## config.mk

```make
export PLATFORM = sky130hd
export DESIGN_NAME = mem_arbiter
export DESIGN_NICKNAME = d
export VERILOG_FILES = /design/src/rtl/mem_arb_pkg.sv /design/src/rtl/mem_addr_xlate.sv /design/src/rtl/mem_arbiter.sv
export SDC_FILE = /design/constraint.sdc
export NUM_CORES = 1
export LEC_CHECK = 0
export CAP_MARGIN = 20
export CORE_MARGIN = 2
export CORE_UTILIZATION = 40
export CTS_BUF_LIST = sky130_fd_sc_hd__clkbuf_16
export CTS_CLUSTER_DIAMETER = 80
export CTS_CLUSTER_SIZE = 8
export DETAILED_ROUTE_END_ITERATION = 10
export HOLD_SLACK_MARGIN = 0.03
export PLACE_DENSITY = 0.8
export SLEW_MARGIN = 30
export SYNTH_ARGS = -nofsm -noshare
export SYNTH_HDL_FRONTEND = slang
export SYNTH_SLANG_ARGS = --single-unit
```

## constraint.sdc

```tcl
create_clock -name CLK -period 3.05 [get_ports CLK]
set_clock_uncertainty 0.15 [all_clocks]
set_input_delay 0.7625 -clock CLK [delete_from_list [all_inputs] [get_ports CLK]]
set_output_delay 0.7625 -clock CLK [all_outputs]
set_load 0.005 [all_outputs]
```

## src/rtl/mem_arb_pkg.sv

```systemverilog
// rtl/mem_arb_pkg.sv - shared types and constants for the fetch/data memory arbiter
package mem_arb_pkg;

  typedef enum logic [1:0] {
    IDLE  = 2'd0,
    ISSUE = 2'd1,
    WAIT  = 2'd2,
    DONE  = 2'd3
  } state_t;

  localparam logic PORT_IF = 1'b0;
  localparam logic PORT_D  = 1'b1;

  localparam logic [31:0] DEF_TEXT_BASE = 32'h0040_0000;
  localparam logic [31:0] DEF_DATA_BASE = 32'h1001_0000;

endpackage

```

## src/rtl/mem_addr_xlate.sv

```systemverilog
// rtl/mem_addr_xlate.sv - MIPS byte address to region word address, with range/alignment check
module mem_addr_xlate
  import mem_arb_pkg::*;
#(
  parameter logic [31:0] BASE   = DEF_TEXT_BASE,
  parameter int          ADDR_W = 11
) (
  input  logic [31:0]       byte_addr,
  output logic [ADDR_W-1:0] word_addr,
  output logic              bad
);

  logic [31:0] word_off;

  // Below-base addresses wrap to a huge offset, but are also flagged explicitly.
  assign word_off  = (byte_addr - BASE) >> 2;
  assign word_addr = word_off[ADDR_W-1:0];
  assign bad       = (byte_addr < BASE) || (word_off[31:ADDR_W] != '0) || (byte_addr[1:0] != 2'b00);

endmodule

```

## src/rtl/mem_arbiter.sv

```systemverilog
// rtl/mem_arbiter.sv - round-robin fetch/data arbiter for one shared single-port word RAM
module mem_arbiter
  import mem_arb_pkg::*;
#(
  parameter int          ADDR_W    = 11,
  parameter int          MEM_LAT   = 1,
  parameter logic [31:0] TEXT_BASE = DEF_TEXT_BASE,
  parameter logic [31:0] DATA_BASE = DEF_DATA_BASE
) (
  input  logic              CLK,
  input  logic              RST,
  input  logic              IF_REQ,
  input  logic [31:0]       IF_ADDR,
  output logic              IF_RDY,
  output logic [31:0]       IF_DATA,
  input  logic              D_REQ,
  input  logic              D_WE,
  input  logic [31:0]       D_ADDR,
  input  logic [31:0]       D_WDATA,
  output logic              D_RDY,
  output logic [31:0]       D_RDATA,
  output logic              ERR,
  output logic              MEM_EN,
  output logic              MEM_WE,
  output logic [ADDR_W:0]   MEM_ADDR,
  output logic [31:0]       MEM_WDATA,
  input  logic [31:0]       MEM_RDATA,
  output logic              BUSY
);

  localparam logic [1:0] LAT_M1 = 2'(MEM_LAT - 1);

  state_t            state, state_nxt;
  logic              rr_fav;
  logic              g_port, g_we, g_bad;
  logic [ADDR_W-1:0] g_word;
  logic [31:0]       g_wdata;
  logic [1:0]        cnt;

  logic [ADDR_W-1:0] if_word, d_word;
  logic              if_bad, d_bad;
  logic              any_req, gnt_port;

  mem_addr_xlate #(.BASE(TEXT_BASE), .ADDR_W(ADDR_W)) u_if_xlate (
    .byte_addr (IF_ADDR),
    .word_addr (if_word),
    .bad       (if_bad)
  );

  mem_addr_xlate #(.BASE(DATA_BASE), .ADDR_W(ADDR_W)) u_d_xlate (
    .byte_addr (D_ADDR),
    .word_addr (d_word),
    .bad       (d_bad)
  );

  // A lone requester wins outright; a tie goes to the port not granted last.
  assign any_req  = IF_REQ | D_REQ;
  assign gnt_port = (IF_REQ && D_REQ) ? rr_fav : D_REQ;

  always_comb begin
    state_nxt = state;
    IF_RDY    = 1'b0;
    D_RDY     = 1'b0;
    ERR       = 1'b0;
    MEM_EN    = 1'b0;
    MEM_WE    = 1'b0;
    MEM_ADDR  = '0;
    MEM_WDATA = '0;
    BUSY      = (state != IDLE);
    case (state)
      IDLE: begin
        if (any_req) state_nxt = ISSUE;
      end
      ISSUE: begin
        if (!g_bad) begin
          MEM_EN    = 1'b1;
          MEM_WE    = g_we;
          MEM_ADDR  = {g_port, g_word};
          MEM_WDATA = g_wdata;
        end
        state_nxt = (g_we || g_bad) ? DONE : WAIT;
      end
      WAIT: begin
        if (cnt == 2'd0) state_nxt = DONE;
      end
      DONE: begin
        IF_RDY    = (g_port == PORT_IF);
        D_RDY     = (g_port == PORT_D);
        ERR       = g_bad;
        state_nxt = IDLE;
      end
      default: state_nxt = IDLE;
    endcase
  end

  always_ff @(posedge CLK) begin
    if (RST) begin
      state   <= IDLE;
      rr_fav  <= PORT_IF;
      g_port  <= PORT_IF;
      g_we    <= 1'b0;
      g_bad   <= 1'b0;
      g_word  <= '0;
      g_wdata <= '0;
      cnt     <= 2'd0;
      IF_DATA <= '0;
      D_RDATA <= '0;
    end else begin
      state <= state_nxt;
      case (state)
        IDLE: begin
          if (any_req) begin
            g_port <= gnt_port;
            rr_fav <= ~gnt_port;
            if (gnt_port == PORT_D) begin
              g_word  <= d_word;
              g_bad   <= d_bad;
              g_we    <= D_WE;
              g_wdata <= D_WDATA;
            end else begin
              g_word  <= if_word;
              g_bad   <= if_bad;
              g_we    <= 1'b0;
              g_wdata <= '0;
            end
          end
        end
        ISSUE: begin
          cnt <= LAT_M1;
          // A rejected read still completes, returning zero in its RDY cycle.
          if (g_bad && !g_we) begin
            if (g_port == PORT_D) D_RDATA <= '0;
            else                  IF_DATA <= '0;
          end
        end
        WAIT: begin
          if (cnt != 2'd0)           cnt     <= cnt - 2'd1;
          else if (g_port == PORT_D) D_RDATA <= MEM_RDATA;
          else                       IF_DATA <= MEM_RDATA;
        end
        default: ;
      endcase
    end
  end

endmodule

```

# ---- Word level (Yosys, flattened, before mapping)
# Index checks and enable logic that the tools add are counted.
dict set report op_classes {
  add_sub_neg 3
  multipliers 0
  n_div 0
  n_lt_le_gt_ge 2
  eq_ne 12
  shifts 0
  muxes 32
  bitwise 3
  reduce_logical 22
}
# cell n
set op_table {}
lappend op_table {{$mux 32} 11}
lappend op_table {{$pmux 32 s2} 2}
lappend op_table {{$reduce_bool 21->1} 2}
lappend op_table {{$lt 32x23->1 const B} 1}
lappend op_table {{$lt 32x29->1 const B} 1}
lappend op_table {{$sub 32x23->32 const B} 1}
lappend op_table {{$sub 32x29->32 const B} 1}
lappend op_table {{$mux 12} 2}
lappend op_table {{$ne 2x2->1 const B} 9}
lappend op_table {{$mux 1} 11}
lappend op_table {{$mux 11} 1}
lappend op_table {{$reduce_and 5->1} 2}
lappend op_table {{$reduce_bool 2->1} 5}
lappend op_table {{$pmux 2 s4} 1}
lappend op_table {{$mux 2} 3}
lappend op_table {{$reduce_and 2->1} 3}
lappend op_table {{$logic_or 1x1->1} 5}
lappend op_table {{$eq 2x2->1 const B} 2}
lappend op_table {{$logic_not 2->1} 2}
lappend op_table {{$pmux 2 s2} 1}
lappend op_table {{$eq 2x1->1 const B} 1}
lappend op_table {{$logic_and 1x1->1} 2}
lappend op_table {{$not 1->1} 2}
lappend op_table {{$sub 2x1->2 const B} 1}
lappend op_table {{other kinds (2)} 2}
dict set report totals {
  regBits 115
  latchBits 0
  ramBits 0
  romBits 0
  output_inout_bits 114
  mem_count 0
}

# ---- Logic depth before layout (Yosys ltp)
dict set report logic_depth {
  depth_word 5
  mapped_depth 9
}

# ---- Modules after synthesis
# A second synthesis with hierarchy kept.
dict set report hier_totals {
  cells_unflattened 583
  area_unflattened_um2 5624.1
}
# module instances cells_per_inst area_each_um2
set modules_own_cells {}
lappend modules_own_cells {mem_arbiter 1 518 5161.2}
lappend modules_own_cells {{mem_addr_xlate (u_d_xlate)} 1 41 287.8}
lappend modules_own_cells {{mem_addr_xlate (u_if_xlate)} 1 24 175.2}

# ---- Least setup slack after synthesis
# Ideal clock, no wire load.
dict set report synth_path {
  path_type {input-to-reg}
  from {in D_ADDR[26]}
  to {reg g_bad}
  setup_time_ns 0.119
  t_arrival_ns 2.130
  t_required_ns 2.781
  path_slack_ns 0.651
  path_stages 5
  cell_sequence {or4_4 or4_1 a21oi_1 o2111a_1 a21oi_1}
}
dict set report synth_between {
  elab_chain_len 5
}
# element line_no
set synth_lines {}
lappend synth_lines {{from (decl)} mem_arbiter.sv:18} ;# input logic [31:0] D_ADDR,
lappend synth_lines {{$sub 32x29->32} mem_addr_xlate.sv:16} ;# assign word_off = (byte_addr - BASE) >> 2;
lappend synth_lines {{$reduce_bool 21->1} mem_addr_xlate.sv:18} ;# assign bad = (byte_addr < BASE) || (word_off[31:ADDR_W] != '0) || (byte_addr[1:0] != 2'b00);
lappend synth_lines {{$logic_or 1x1->1 * (2 in series)} mem_addr_xlate.sv:18}
lappend synth_lines {{$mux 1 *} mem_arbiter.sv:115} ;# if (gnt_port == PORT_D) begin
lappend synth_lines {{to (signal assigned)} mem_arbiter.sv:122} ;# g_bad <= if_bad;
lappend synth_lines {{to (decl)} mem_arbiter.sv:35} ;# logic g_port, g_we, g_bad;
# Every way passes the cells marked *; elsewhere a longest branch is shown, timed or not.
# A chain may end at the register's enable or synchronous reset.

# ---- Final worst setup path
dict set report layout_path {
  from {reg state[1]}
  to {out MEM_WDATA[5]}
}
dict set report layout_between {
  elab_chain_len 2
}
# element line_no
set layout_lines {}
lappend layout_lines {{from (decl)} mem_arbiter.sv:33} ;# state_t state, state_nxt;
lappend layout_lines {{from (signal assigned)} mem_arbiter.sv:109} ;# state <= state_nxt;
lappend layout_lines {{$eq 2x1->1} mem_arbiter.sv:70} ;# case (state)
lappend layout_lines {{$mux 32} mem_arbiter.sv:70}
lappend layout_lines {{to (decl)} mem_arbiter.sv:26} ;# output logic [31:0] MEM_WDATA,
# Every way passes these cells.

==> impl_results.md <==
* Antenna violations before repair at 0
* Vias in the first global route at 5292
* Top sig layer: met4
* Top-count cell post-synth: dfxtp_1
* Seq pwr share at 0.315
* Synth cell types at 37
* Worst path cell trace: inv_2, ha_4, nor2b_4, buf_12, buf_12, and2_1, clkdlybuf4s50_1
* Htree depth at 4
* Power Internal at 0.00386 W
* Leakage at 3.14 nW
* Mean post-synth cell area at 8.21 µm²
* Overall routing resource usage at 0.240
* EDFF count, synth at 0
* Worst reg2reg path depth at 8
* Logic pwr share at 0.343
* Synth Cell Area at 4900 µm²
* Clock Path Buffers at 2
* Wire length on met2 at 7620 µm
* Critical Path Max Stage Delay at 490 ps
* WL met1 at 6340 µm
* Starting density of the core at 0.409
* Clock Latency Late Sink at 400 ps
* VDD IR max at 0.415 mV
* Run status: finished clean
* Final hold slack at 302 ps
* Sequential-to-total area share from yosys stat at 0.470
* Largest net degree at the start of global routing at 72
* Sw power at 0.00193 W
* Critical path class: reg -> out
* Clock transition at path regs at 50 ps
* F_max at 338 MHz
* Fin crit share at 0.971
* Largest area contributor in the synthesized netlist: dfxtp_1
* Nets at 976
* Drt drc at 0
* Routability Congestion at 0.896
* Chip width at 115 µm
* Top-area cell type share of the netlist area at 0.470
* DIE HEIGHT at 115 µm
* Detailed Routing Iterations Pass 1 at 5
* HPWL Detailed at 11200 µm
* Num Clock Sinks at 115
* Top post-synthesis cells by area: dfxtp_1 47%, a21oi_1 7.3%, nand3_1 6.6%
* WP buf/inv at 4
* Vias per cell at 5.28
* Post-synthesis register bit count at 115
* CP Depth at 7
* PD cells at 704 nW/µm²
* Number of warnings issued by yosys at 0
* Predominant post-synthesis flop cell: dfxtp_1
* Cell family with most CP delay: buffers and inverters
* Initial drt markers at 539
* Clock share of power at 0.342
* Unrepaired setup endpoints after global routing: no
* Most frequent cells after synthesis: 115 x dfxtp_1, 71 x a21oi_1, 65 x nand2_1, 65 x nand3_1, 52 x nor2_1
* I/O Pins at 247
* Setup TNS at 0 ps
* First-pass GRT wire length at 25100 µm
* Critical Path RT at 2140 ps
* GRT overflow at 0
* Slew @ Worst Pin at 645 ps
* Cell mode on critical path: buf_12
* Antenna Nets Post-Route at 0
* Synthesized instance count at 596
* Routed WL at 15900 µm
* P&R area growth vs syn at 68.0%
* Met3 Wirelength at 1490 µm
* CP Capture Type: output port
* Die ar. at 13100 µm²
* Root Buffer: clkbuf_16
* Post-DR wirelength/cell at 15.9 µm
* Maxcap violations at 0
* DR vias at 5263
* Cell row count at 40
* I/O Buffers at 246
* Worst hold path class: reg -> reg
* Hold path depth at 2
* Crit path max fanout at 23
* CP arrival at 2050 ps
* Worst slew margin at 0.569
* CORE AREA at 12000 µm²
* Ant. Diodes at 0
* Clock period minus worst slack at 2960 ps
* Startpoint types: flop
* Sw Ratio at 0.333
* Final Hold Viols at 0
* Worst-path cell with the longest stage delay: clkdlybuf4s50_1
* Final setup violation count at 0
* Clock buffer count from CTS at 17
* Share of synthesized registers carrying an async set or reset at 0
* Post-Syn Nets at 736
* CTS tree: yes
* Max Slew Vio Count at 0
* Share of layout cells above drive strength 1 at 0.0789
## layout make-up
class | count | area (µm²)
sequential | 115 | 2300
clock buffer | 17 | 425
multi-input combinational | 421 | 2390
clock inverter | 15 | 168
fill | 920 | 3740
timing repair buffer | 269 | 2710
tap | 147 | 184
inverter | 12 | 45.0
## final timing paths
kind                    start  slack, ps      endpoint
hold reg to reg   D_RDATA[10]        300   D_RDATA[10]
hold / removal    D_RDATA[10]        300   D_RDATA[10]
setup / recovery     state[1]         90  MEM_WDATA[5]
setup reg to reg     state[0]        650   IF_DATA[14]
## layout by cell type, fill, tap and decap left out, types with 2 or more instances in the layout
| cell type | count |
|---|---|
| a211oi_1 | 14 |
| a21oi_1 | 71 |
| a22oi_1 | 33 |
| and2_1 | 48 |
| buf_12 | 4 |
| buf_4 | 18 |
| bufinv_16 | 3 |
| clkbuf_16 | 18 |
| clkdlybuf4s50_1 | 223 |
| clkinv_2 | 4 |
| clkinv_4 | 3 |
| clkinvlp_4 | 2 |
| dfxtp_1 | 113 |
| dfxtp_2 | 2 |
| dlygate4sd2_1 | 18 |
| dlymetal6s2s_1 | 4 |
| ha_1 | 5 |
| inv_1 | 13 |
| mux2i_1 | 12 |
| nand2_1 | 65 |
| nand2b_1 | 4 |
| nand3_1 | 65 |
| nand4_1 | 3 |
| nor2_1 | 51 |
| nor2b_1 | 4 |
| nor3_1 | 5 |
| nor4_1 | 8 |
| nor4b_1 | 2 |
| o21ai_0 | 4 |
| or4_4 | 2 |
| xnor2_1 | 2 |
| xor2_1 | 3 |
## layer usage
| metal | global-route usage | vias to the layer above |
|---|---|---|
| met3 | 0.0900 | 35 |
| met4 | 0.109 | 0 |
| met1 | 0.270 | 2436 |
| met2 | 0.404 | 233 |
| li1 | - | 2559 |
| met5 | 0 | - |
## power groups by stage
stage	Clock (W)	Sequential [W]	Combinational, W
after floorplan	0	0.00181	0.00103
after global placement	0	0.00183	0.00178
after detailed placement	0	0.00184	0.00182
after CTS	0.00201	0.00182	0.00196
after global routing	0.00207	0.00185	0.00218
final	0.00198	0.00182	0.00199
## stage by stage
step	instances	total power (W)	worst slack (ps)	instance area, µm²	utilization
floorplan	596	0.00284	651	4900	-
global placement	960	0.00360	95.9	7530	0.630
detailed placement	960	0.00366	75.4	7530	0.630
CTS	995	0.00580	-39.1	8200	0.685
global route	996	0.00609	12.1	8230	0.688
finish	996	0.00579	87.4	8230	0.688
## cell families (layout without fill, tap and decap cells)
kind of cell | count (synthesis) | after routing | share of synthesized area
xor gates and xnor gates | 5 | 5 | 0.00895
DFF | 115 | 115 | 0.470
buffers and inverters | 60 | 313 | 0.0478
and+or+nand+nor | 265 | 265 | 0.266
muxes | 12 | 12 | 0.0245
adders and majority gates | 7 | 7 | 0.0179
AOI/OAI and AO/OA | 132 | 132 | 0.165
## repair_timing
action,in CTS,in global routing
resized for setup,26,4
endpoints found under the setup margin,42,14
hold buffers,0,0
cloned,2,1
buffers inserted,1,1
## state kept, by name, indices dropped and copies added (netlist names)
register	flops
D_RDATA	32
IF_DATA	32
cnt	2
g_bad	1
g_port	1
g_wdata	32
g_we	1
g_word	11
rr_fav	1
state	2
## worst register-to-register path, stage by stage (launching register included)
cell	delay, ps
dfxtp_2	370
inv_1	100
ha_2	220
nor2b_1	190
a211oi_1	510
nor2b_2	270
buf_4	240
nand3_1	110
a21oi_1	160
No activity file was read; power rests on OpenSTA's default activity.
